==> config.mk <==
export PLATFORM = sky130hd
export DESIGN_NAME = nx_stream_unpack
export DESIGN_NICKNAME = d
export VERILOG_FILES = /design/src/rtl/nx_stream_unpack.sv
export SDC_FILE = /design/constraint.sdc
export NUM_CORES = 1
export LEC_CHECK = 0
export CORE_MARGIN = 5
export CORE_UTILIZATION = 53
export CTS_CLUSTER_DIAMETER = 60
export DETAILED_ROUTE_END_ITERATION = 6
export HOLD_SLACK_MARGIN = 0.15
export PLACE_DENSITY_LB_ADDON = 0.08
export SLEW_MARGIN = 20
export SYNTH_ARGS = -nofsm -noshare
export SYNTH_HDL_FRONTEND = slang
export SYNTH_SLANG_ARGS = --single-unit
==> constraint.sdc <==
create_clock -name clk -period 3.99 [get_ports clk]
set_clock_uncertainty 0.1 [all_clocks]
set_input_delay 0.9975 -clock clk [delete_from_list [all_inputs] [get_ports clk]]
set_output_delay 0.9975 -clock clk [all_outputs]
set_load 0.005 [all_outputs]
==> src/rtl/nx_stream_unpack.sv <==
// rtl/nx_stream_unpack.sv - splits wide AXI4-stream beats into ordered narrow mesh messages
// Optional zero-slot skipping is compiled in with NX_UNPACK_SKIP_EMPTY_EN.
module nx_stream_unpack #(
    parameter int AXI4_DATA_WIDTH = 128,
    parameter int MSG_WIDTH       = 32
) (
    input  logic                       clk,
    input  logic                       rstn,
    input  logic [AXI4_DATA_WIDTH-1:0] inbound_tdata,
    input  logic                       inbound_tlast,
    input  logic                       inbound_tvalid,
    output logic                       inbound_tready,
    output logic [MSG_WIDTH-1:0]       msg_data,
    output logic                       msg_last,
    output logic                       msg_valid,
    input  logic                       msg_ready,
    output logic                       idle
);

    localparam int SLOTS = AXI4_DATA_WIDTH / MSG_WIDTH;
    localparam int IDX_W = (SLOTS > 1) ? $clog2(SLOTS) : 1;

    typedef enum logic {
        EMPTY,
        DRAIN
    } state_t;

    state_t                     state_q, state_d;
    logic [AXI4_DATA_WIDTH-1:0] hold_data_q;
    logic                       hold_last_q;
    logic                       running_q;
    logic [IDX_W-1:0]           slot_q, slot_d;
    logic [SLOTS-1:0]           pend_q, pend_d;
    logic [SLOTS-1:0]           in_mask;
    logic [SLOTS-1:0]           pend_left;
    logic                       is_final;
    logic                       accept_beat;
    logic                       msg_fire;

    function automatic logic [IDX_W-1:0] lowest_set(input logic [SLOTS-1:0] m);
        lowest_set = '0;
        for (int k = SLOTS - 1; k >= 0; k--) begin
            if (m[k]) lowest_set = IDX_W'(k);
        end
    endfunction

    // Slots still owed for the held beat; the final slot is the one that empties this mask.
    always_comb begin
        in_mask = '0;
`ifdef NX_UNPACK_SKIP_EMPTY_EN
        for (int k = 0; k < SLOTS; k++) begin
            in_mask[k] = |inbound_tdata[k*MSG_WIDTH +: MSG_WIDTH];
        end
        if (in_mask == '0 && inbound_tlast) in_mask[0] = 1'b1;
`else
        in_mask = '1;
`endif
    end

    assign pend_left   = pend_q & ~(SLOTS'(1) << slot_q);
    assign is_final    = (pend_left == '0);
    assign msg_valid   = (state_q == DRAIN);
    assign msg_last    = msg_valid && is_final && hold_last_q;
    assign msg_data    = msg_valid ? hold_data_q[slot_q*MSG_WIDTH +: MSG_WIDTH] : '0;
    assign idle        = (state_q == EMPTY) && !msg_valid;
    // running_q keeps tready low through reset and until the first edge after release.
    assign inbound_tready = running_q &&
                            ((state_q == EMPTY) || (is_final && msg_valid && msg_ready));
    assign accept_beat = inbound_tvalid && inbound_tready;
    assign msg_fire    = msg_valid && msg_ready;

    always_comb begin
        state_d = state_q;
        slot_d  = slot_q;
        pend_d  = pend_q;
        if (accept_beat) begin
            pend_d  = in_mask;
            slot_d  = lowest_set(in_mask);
            state_d = (in_mask != '0) ? DRAIN : EMPTY;
        end else if (msg_fire) begin
            pend_d = pend_left;
            slot_d = lowest_set(pend_left);
            if (is_final) state_d = EMPTY;
        end
    end

    always_ff @(posedge clk or negedge rstn) begin
        if (!rstn) begin
            state_q     <= EMPTY;
            slot_q      <= '0;
            pend_q      <= '0;
            hold_data_q <= '0;
            hold_last_q <= 1'b0;
            running_q   <= 1'b0;
        end else begin
            state_q   <= state_d;
            slot_q    <= slot_d;
            pend_q    <= pend_d;
            running_q <= 1'b1;
            if (accept_beat) begin
                hold_data_q <= inbound_tdata;
                hold_last_q <= inbound_tlast;
            end
        end
    end

endmodule

==> results of run 1 <==
-- cells in the final DEF, fill, tap and decap left out, types with 5 or more instances in the layout --
master	netlist	layout
bufinv_16	0	5
mux4_2	32	32
buf_4	9	8
mux2_2	96	96
clkdlybuf4s50_1	0	167
dfrtp_1	137	135
clkinv_2	0	5
mux2_4	30	30
and2_1	32	32
clkbuf_16	0	17
-- state kept, by name, indices dropped and copies added (netlist names) --
name,count
hold_data_q,128
hold_last_q,1
msg_valid,1
pend_q,4
running_q,1
slot_q,2
-- final cells by class --
type	count	area (sq um)	share of cell area, %
inverter	2	7.51	0.0851
clock inverter	13	199	2.25
multi-input combinational	234	2770	31.4
sequential	137	3430	38.9
timing repair buffer	178	1780	20.2
clock buffer	19	453	5.13
tap	147	184	2.08
-- power by group --
group	total, mW	switching [mW]	internal (mW)
combinational	2.87	0.902	1.97
sequential	2.49	0.394	2.09
clock	1.71	0.576	1.14
total	7.07	1.87	5.20
-- kinds of logic (layout without fill, tap and decap cells) --
kind of cell | after synthesis | after routing | share of synthesized area, %
compound gates | 19 | 19 | 2.10
buf+inv | 32 | 212 | 3.76
flops | 137 | 137 | 53.4
mux | 162 | 162 | 35.7
other cells | 1 | 1 | 0.0584
simple gates | 52 | 52 | 4.95
-- final timing paths --
kind | endpoint | slack, ns
setup / recovery | inbound_tready | 0.37
hold / removal | hold_data_q[102] | 0.38
setup reg to reg | hold_data_q[12] | 1.51
hold reg to reg | hold_data_q[102] | 0.38
max in group asynchronous | hold_data_q[40] | 2.43
min in group asynchronous | hold_data_q[1] | 0.50
-- per-layer routing --
layer | global-route usage, % | vias up
li1 | - | 1810
met1 | 26.0 | 2024
met2 | 33.4 | 107
met3 | 7.12 | 9
met4 | 5.80 | 0
met5 | 0 | -
-- stage by stage --
stage | instances | cell area, sq um | setup slack (ns) | hold WS [ns]
floorplan | 403 | 6420 | 1.15 | 0.353
global placement | 698 | 8170 | 0.484 | 0.366
detailed placement | 698 | 8170 | 0.433 | 0.375
CTS | 730 | 8820 | 0.324 | 0.387
global route | 730 | 8820 | 0.0973 | 0.410
finish | 730 | 8820 | 0.366 | 0.381
-- worst max-delay path, cell delays in order, from the launching register on --
cell and delay (ns):
dfrtp_1 0.42, or4b_1 0.53, o22ai_1 0.23, o21ai_0 0.14, a21boi_0 0.24, clkdlybuf4s50_1 0.56
==> impl_metrics.toml, run 1 <==
[outcome]
status = "finished, final reports clean"

[sta]
slew_headroom_pct = 47.8
tns_ns = 0
worstMarginPinSlew_ns = 0.783
period_minus_slack_ns = 3.62
finalMaxSlewViolations = 0
post-route-period-util_pct = 90.8
rsz0062_at_grt = "false"
finalHoldViolCount = 0
max_freq_mhz = 276
setup-violations-final = 0

[critical_path]
rr_worst_depth = 6
critical_path_class = "flop to primary output"
crit_path_start = "pend_q[2]"
critPathCaptureType = "primary output"
crit_fanout = 6
arrival_ns = 2.53
reg2reg_from = "slot_q[1]"
start_kind = "flop"
worstPathRequired_ns = 2.89

[detailed_routing]
via_per_inst = 5.41
drt_iter0_markers = 213
topRoutingLayerUsed = "met4"
drtPass1Iterations = 4
drcViolationCount = 0
ant_nets = 0
wire_per_inst_microns = 19.2
met3_length_microns = 927
drt_wl_total_microns = 14000
met2_length_microns = 7030
vias = 3950
wl_met1_microns = 5950

[cts]
cts_tree = "yes"
cts_buffers = 17
clock_latency_ns = 0.40
cts_hold_buf = 0
post_cts_buffers = 0
htreeDepth = 4
root_buffer = "clkbuf_16"
clk_pin_slew_ns = 0.05
cts_resized = 0
cts.path.max_buffers = 2
cts.sinks = 137

[global_routing]
grt_pass1_vias = 4443
grt_antenna_before_repair = 0
grt_max_degree = 78
overflow = 0
grt_usage_pct = 20.5
grt_pass1_wl_microns = 22900

[logic_synthesis]
netlist_instances = 403
synth.area.top_cells = "dfrtp_1 (53%), mux2_2 (17%), mux4_2 (11%)"
yosysUniqueCellTypes = 37
synth_top_area_share_pct = 53.4
syn_area_sq_um = 6420
synth-edff-count = 0
avgSynthCellArea_sq_um = 15.9
synth_most_common_cell = "dfrtp_1"
ys_warn_count = 0
async_flop_share_pct = 100
synth_nets = 536
synth_common_cells = "dfrtp_1 (137), mux2_2 (96), and2_1 (32), mux4_2 (32), mux2_4 (30)"
seq_area_frac_synth_pct = 53.4
synth_top_cell_by_area = "dfrtp_1"
synth_top_flop_cell = "dfrtp_1"
synth-seq-cells = 137

[cells_and_area]
drive_gt1_share_pct = 35.0
synthToLayoutAreaGrowth_pct = 37.4
nets = 703
antenna_cells = 0
fillCellCount = 819
utilization_pct = 73.8

[pwr]
p_total_mw = 7.07
power.density_nw_per_um2 = 801
ir_worst_vdd_mv = 0.520
p_leak_nw = 3.63

[placed_design]
hpwl_microns = 9650
gp_congestion = 0.755
io_buffers = 168

[hold_path]
whs_path_depth = 1
hp-class = "flop to flop"
worstHoldStart = "hold_data_q[102]"

[die]
die_y_microns = 120
io_pins = 169
core-area_sq_um = 12000
fp.dieW_microns = 120
fp-row-count = 40
die_area_sq_um = 14400
start_util_pct = 53.7

[flow_run]
drv_cap = 0
Power figures use the tool's default switching activity.
==> run 2, diff against run 1 <==
Settings changed: CELL_PAD_IN_SITES_DETAIL_PLACEMENT set to 0, CELL_PAD_IN_SITES_GLOBAL_PLACEMENT set to 1, CORE_UTILIZATION 53 to 43.
==> impl_metrics.toml, run 2 (synthesized netlist as in run 1, its figures left out) <==
[critical_path]
rr_worst_depth = 6
start_kind = "flop"
r2r_end = "hold_data_q[17]"
r2r_slack_ns = 1.19
crit_fanout = 17
crit_path_start = "slot_q[1]"
arrival_ns = 2.65
critPathCaptureType = "primary output"
worstPathRequired_ns = 2.89
critical_path_class = "flop to primary output"
cp-endpoint = "inbound_tready"
reg2reg_from = "slot_q[1]"

[cells_and_area]
antenna_cells = 0
top_regs = "hold_data_q (128), pend_q (4), slot_q (2)"
regMostFlops = "hold_data_q"
drive_gt1_share_pct = 34.9
synthToLayoutAreaGrowth_pct = 37.9
layout_common_cells = "clkdlybuf4s50_1 (167), dfrtp_1 (135), mux2_2 (96)"
final_common_cell = "clkdlybuf4s50_1"
largest_reg_flops = 128
nets = 702
stdcell_area_sq_um = 8860

[sta]
period_minus_slack_ns = 3.74
slew_headroom_pct = 52.2
tns_ns = 0
post-route-period-util_pct = 93.9
setup-violations-final = 0
finalMaxSlewViolations = 0
max_freq_mhz = 267
rsz0062_at_grt = "false"
worstMarginPinSlew_ns = 0.717
finalHoldViolCount = 0
hold_slack_ns = 0.390

[die]
fp-row-count = 44
fp.dieW_microns = 132
core-area_sq_um = 14600
die_y_microns = 132
io_pins = 169
die_area_sq_um = 17500
start_util_pct = 44.0

[pwr]
power.density_nw_per_um2 = 796
ir_worst_vdd_mv = 0.441
internal-power_mw = 5.14
combPwrFrac_pct = 40.6
p_leak_nw = 3.62
p_sw_share_pct = 27.0
switching_power_mw = 1.90
clockPowerShare_pct = 24.0
power.share.sequential_pct = 35.4

[detailed_routing]
vias = 3969
ant_nets = 0
wire_per_inst_microns = 19.1
drt_iter0_markers = 214
drtPass1Iterations = 4
via_per_inst = 5.18
drt_wl_total_microns = 14600
drcViolationCount = 0

[outcome]
status = "finished, final reports clean"

[cts]
root_buffer = "clkbuf_16"
htreeDepth = 4
clock_latency_ns = 0.41
clk_pin_slew_ns = 0.06
cts_tree = "yes"
post_cts_buffers = 0
cts.path.max_buffers = 2
cts_resized = 0
cts_buffers = 17
cts_hold_buf = 0
cts.sinks = 137

[placed_design]
hpwl_microns = 9920
dpl_cell_area_sq_um = 8210
io_buffers = 168
gp_congestion = 0.736

[global_routing]
grt_pass1_wl_microns = 23800
grt_pass1_vias = 4554
grt_usage_pct = 17.3
grt_antenna_before_repair = 0
overflow = 0
grt_max_degree = 109

[flow_run]
drv_cap = 0

[hold_path]
hp-class = "flop to flop"
==> run 2: worst max-delay path, cell delays in order (launching register included) <==
cell and delay [ns]:
dfrtp_2 0.54, or4b_1 0.59, o22ai_1 0.23, o21ai_0 0.15, a21boi_0 0.20, clkdlybuf4s50_1 0.53
==> run 2: power by group through the flow <==
stage / Clock (mW) / Sequential (mW) / Combinational [mW]
finish: 1.69 / 2.49 / 2.86
global route: 1.80 / 2.59 / 3.09
CTS: 1.74 / 2.50 / 2.92
detailed placement: 0 / 2.52 / 2.91
global placement: 0 / 2.48 / 2.86
floorplan: 0 / 2.34 / 1.95
==> run 2: area by class of cell <==
class | instances | area, sq um
well taps | 184 | 230
fillers | 1152 | 5730
repair buffers | 177 | 1780
clock buffers | 19 | 453
inverters | 2 | 7.51
multi-input cells | 234 | 2770
flip-flops and latches | 137 | 3430
clock inverters | 13 | 193
==> run 2: through the flow <==
step | util [%] | setup WS [ns] | total power [mW] | instances
after floorplan | - | 1.15 | 4.29 | 403
after global placement | 56.3 | 0.554 | 5.34 | 734
after detailed placement | 56.3 | 0.494 | 5.43 | 734
after CTS | 60.7 | 0.188 | 7.16 | 766
after global routing | 60.7 | 0.0825 | 7.48 | 766
final | 60.7 | 0.245 | 7.05 | 766
==> run 2: metal layers <==
metal	track usage, %	vias to the layer above	share of wire (%)
li1	-	1819	-
met1	21.3	2006	42
met2	27.5	119	49
met3	5.92	25	6.2
met4	8.09	0	2.7
met5	0	-	0
==> run 2: worst min path at each step <==
| stage | from | endpoint | slack [ns] | depth (start not counted) |
|---|---|---|---|---|
| 2_1_floorplan | hold_data_q[100] | hold_data_q[100] | 0.35 | 1 |
| 3_3_place_gp | hold_data_q[102] | hold_data_q[102] | 0.37 | 1 |
| 3_5_place_dp | hold_data_q[102] | hold_data_q[102] | 0.38 | 1 |
| 4_1_cts | hold_data_q[102] | hold_data_q[102] | 0.39 | 1 |
| 5_1_grt | hold_data_q[101] | hold_data_q[101] | 0.41 | 1 |
| 6_report | hold_data_q[102] | hold_data_q[102] | 0.39 | 1 |
==> run 3, diff against run 2 <==
Settings changed: CORE_UTILIZATION 43 to 44, CTS_BUF_LIST set to sky130_fd_sc_hd__clkbuf_4 sky130_fd_sc_hd__clkbuf_8.
==> impl_metrics.toml, run 3 (synthesized netlist as in run 1, its figures left out) <==
[outcome]
status = "finished, final reports clean"

[detailed_routing]
wire_per_inst_microns = 18.3
via_per_inst = 5.07
drcViolationCount = 0
drtPass1Iterations = 4
drt_wl_total_microns = 14000
vias = 3873
drt_iter0_markers = 175
ant_nets = 0

[critical_path]
crit_family = "compound AO/OA/AOI/OAI gates"
slowest_stage = "clkdlybuf4s50_1"
crit_chain = "or4b_1, o22ai_1, o21ai_0, a21boi_0, clkdlybuf4s50_1"
max_stage_delay_ns = 0.57
crit_path_start = "slot_q[1]"
r2r_slack_ns = 1.38
rr_worst_depth = 5
reg2reg_from = "slot_q[1]"
crit_cells = 5
worst-path-buf-inv = 1
r2r_end = "hold_data_q[107]"
arrival_ns = 2.66
cp-endpoint = "inbound_tready"
critPathCaptureType = "primary output"
critical_path_class = "flop to primary output"
crit_fanout = 8
start_kind = "flop"
worstPathRequired_ns = 2.89

[pwr]
p_leak_nw = 3.53
p_total_mw = 6.55
power.density_nw_per_um2 = 758
ir_worst_vdd_mv = 0.387

[die]
fp-row-count = 44
die_area_sq_um = 17100
die_y_microns = 131
start_util_pct = 44.5
fp.dieW_microns = 131
core-area_sq_um = 14400
io_pins = 169

[cells_and_area]
nets = 700
antenna_cells = 0
largest_reg_flops = 128
top_regs = "hold_data_q (128), pend_q (4), slot_q (2)"
stdcell_area_sq_um = 8630
fillCellCount = 1142
synthToLayoutAreaGrowth_pct = 34.4
final_common_cell = "clkdlybuf4s50_1"
drive_gt1_share_pct = 34.7
utilization_pct = 59.9
regMostFlops = "hold_data_q"
layout_common_cells = "clkdlybuf4s50_1 (167), dfrtp_1 (135), mux2_2 (96)"

[cts]
clock_latency_ns = 0.42
cts.path.max_buffers = 2
cts.sinks = 137
cts_tree = "yes"
cts_hold_buf = 0
clk_pin_slew_ns = 0.07
root_buffer = "clkbuf_8"
post_cts_buffers = 0
cts_buffers = 17
htreeDepth = 4
cts_resized = 0

[global_routing]
grt_pass1_vias = 4352
grt_use_met2_pct = 28.2
overflow = 0
grt_antenna_before_repair = 0
grt.busiest_layer = "met2"
grt_use_met1_pct = 21.5
met3_usage_pct = 5.45
grt_pass1_wl_microns = 22200
grt_max_degree = 113
grt_usage_pct = 17.0

[sta]
post-route-period-util_pct = 94.1
setup-violations-final = 0
finalHoldViolCount = 0
rsz0062_at_grt = "false"
worstMarginPinSlew_ns = 0.890
max_freq_mhz = 266
slew_headroom_pct = 40.7
finalMaxSlewViolations = 0
tns_ns = 0
fin_ws_ns = 0.234
period_minus_slack_ns = 3.76

[placed_design]
dpl_cell_area_sq_um = 8210
hpwl_microns = 9420
gp_congestion = 0.727
pre_cts_ws_ns = 0.366
io_buffers = 168

[hold_path]
hp-class = "flop to flop"

[flow_run]
drv_cap = 0
run 3: cell types whose count changed in the layout (fill, tap and decap cells not counted), sizes merged:
cell,delta
buf,-3
clkinvlp,-1
bufinv,-1
clkbuf,+6
clkinv,-1
inv,-2
run 3: worst min-delay path by stage:
stage,end,cells after the start,slack [ns],start
finish,hold_data_q[101],1,0.39,hold_data_q[101]
global route,hold_data_q[101],1,0.42,hold_data_q[101]
CTS,hold_data_q[101],1,0.40,hold_data_q[101]
detailed placement,hold_data_q[102],1,0.38,hold_data_q[102]
global placement,hold_data_q[100],1,0.37,hold_data_q[100]
floorplan,hold_data_q[100],1,0.35,hold_data_q[100]
run 3: per-stage QoR:
stage                     cells  hold slack (ns)
after global placement      732            0.366
after global routing        764            0.418
after CTS                   764            0.396
final                       764            0.387
after detailed placement    732            0.375
after floorplan             403            0.353
run 3: routing by layer:
| metal | share of wire, % | routed length, microns |
|---|---|---|
| met1 | 43 | 5960 |
| met2 | 50 | 7040 |
| met3 | 5.8 | 806 |
| met4 | 1.1 | 151 |
| met5 | 0 | 0 |
run 3: layout make-up:
class	count	area, sq um	area share, %
Clock buffer	24	305	3.54
Sequential cell	137	3430	39.7
Multi-Input combinational cell	234	2770	32.0
Timing Repair Buffer	175	1780	20.6
Inverter	2	7.51	0.0870
Clock inverter	8	118	1.36
Tap cell	184	230	2.67
run 3: power breakdown:
group | switching [mW] | internal, mW | total, mW
registers | 0.402 | 2.09 | 2.49
clock network | 0.501 | 0.693 | 1.19
logic | 0.893 | 1.97 | 2.86
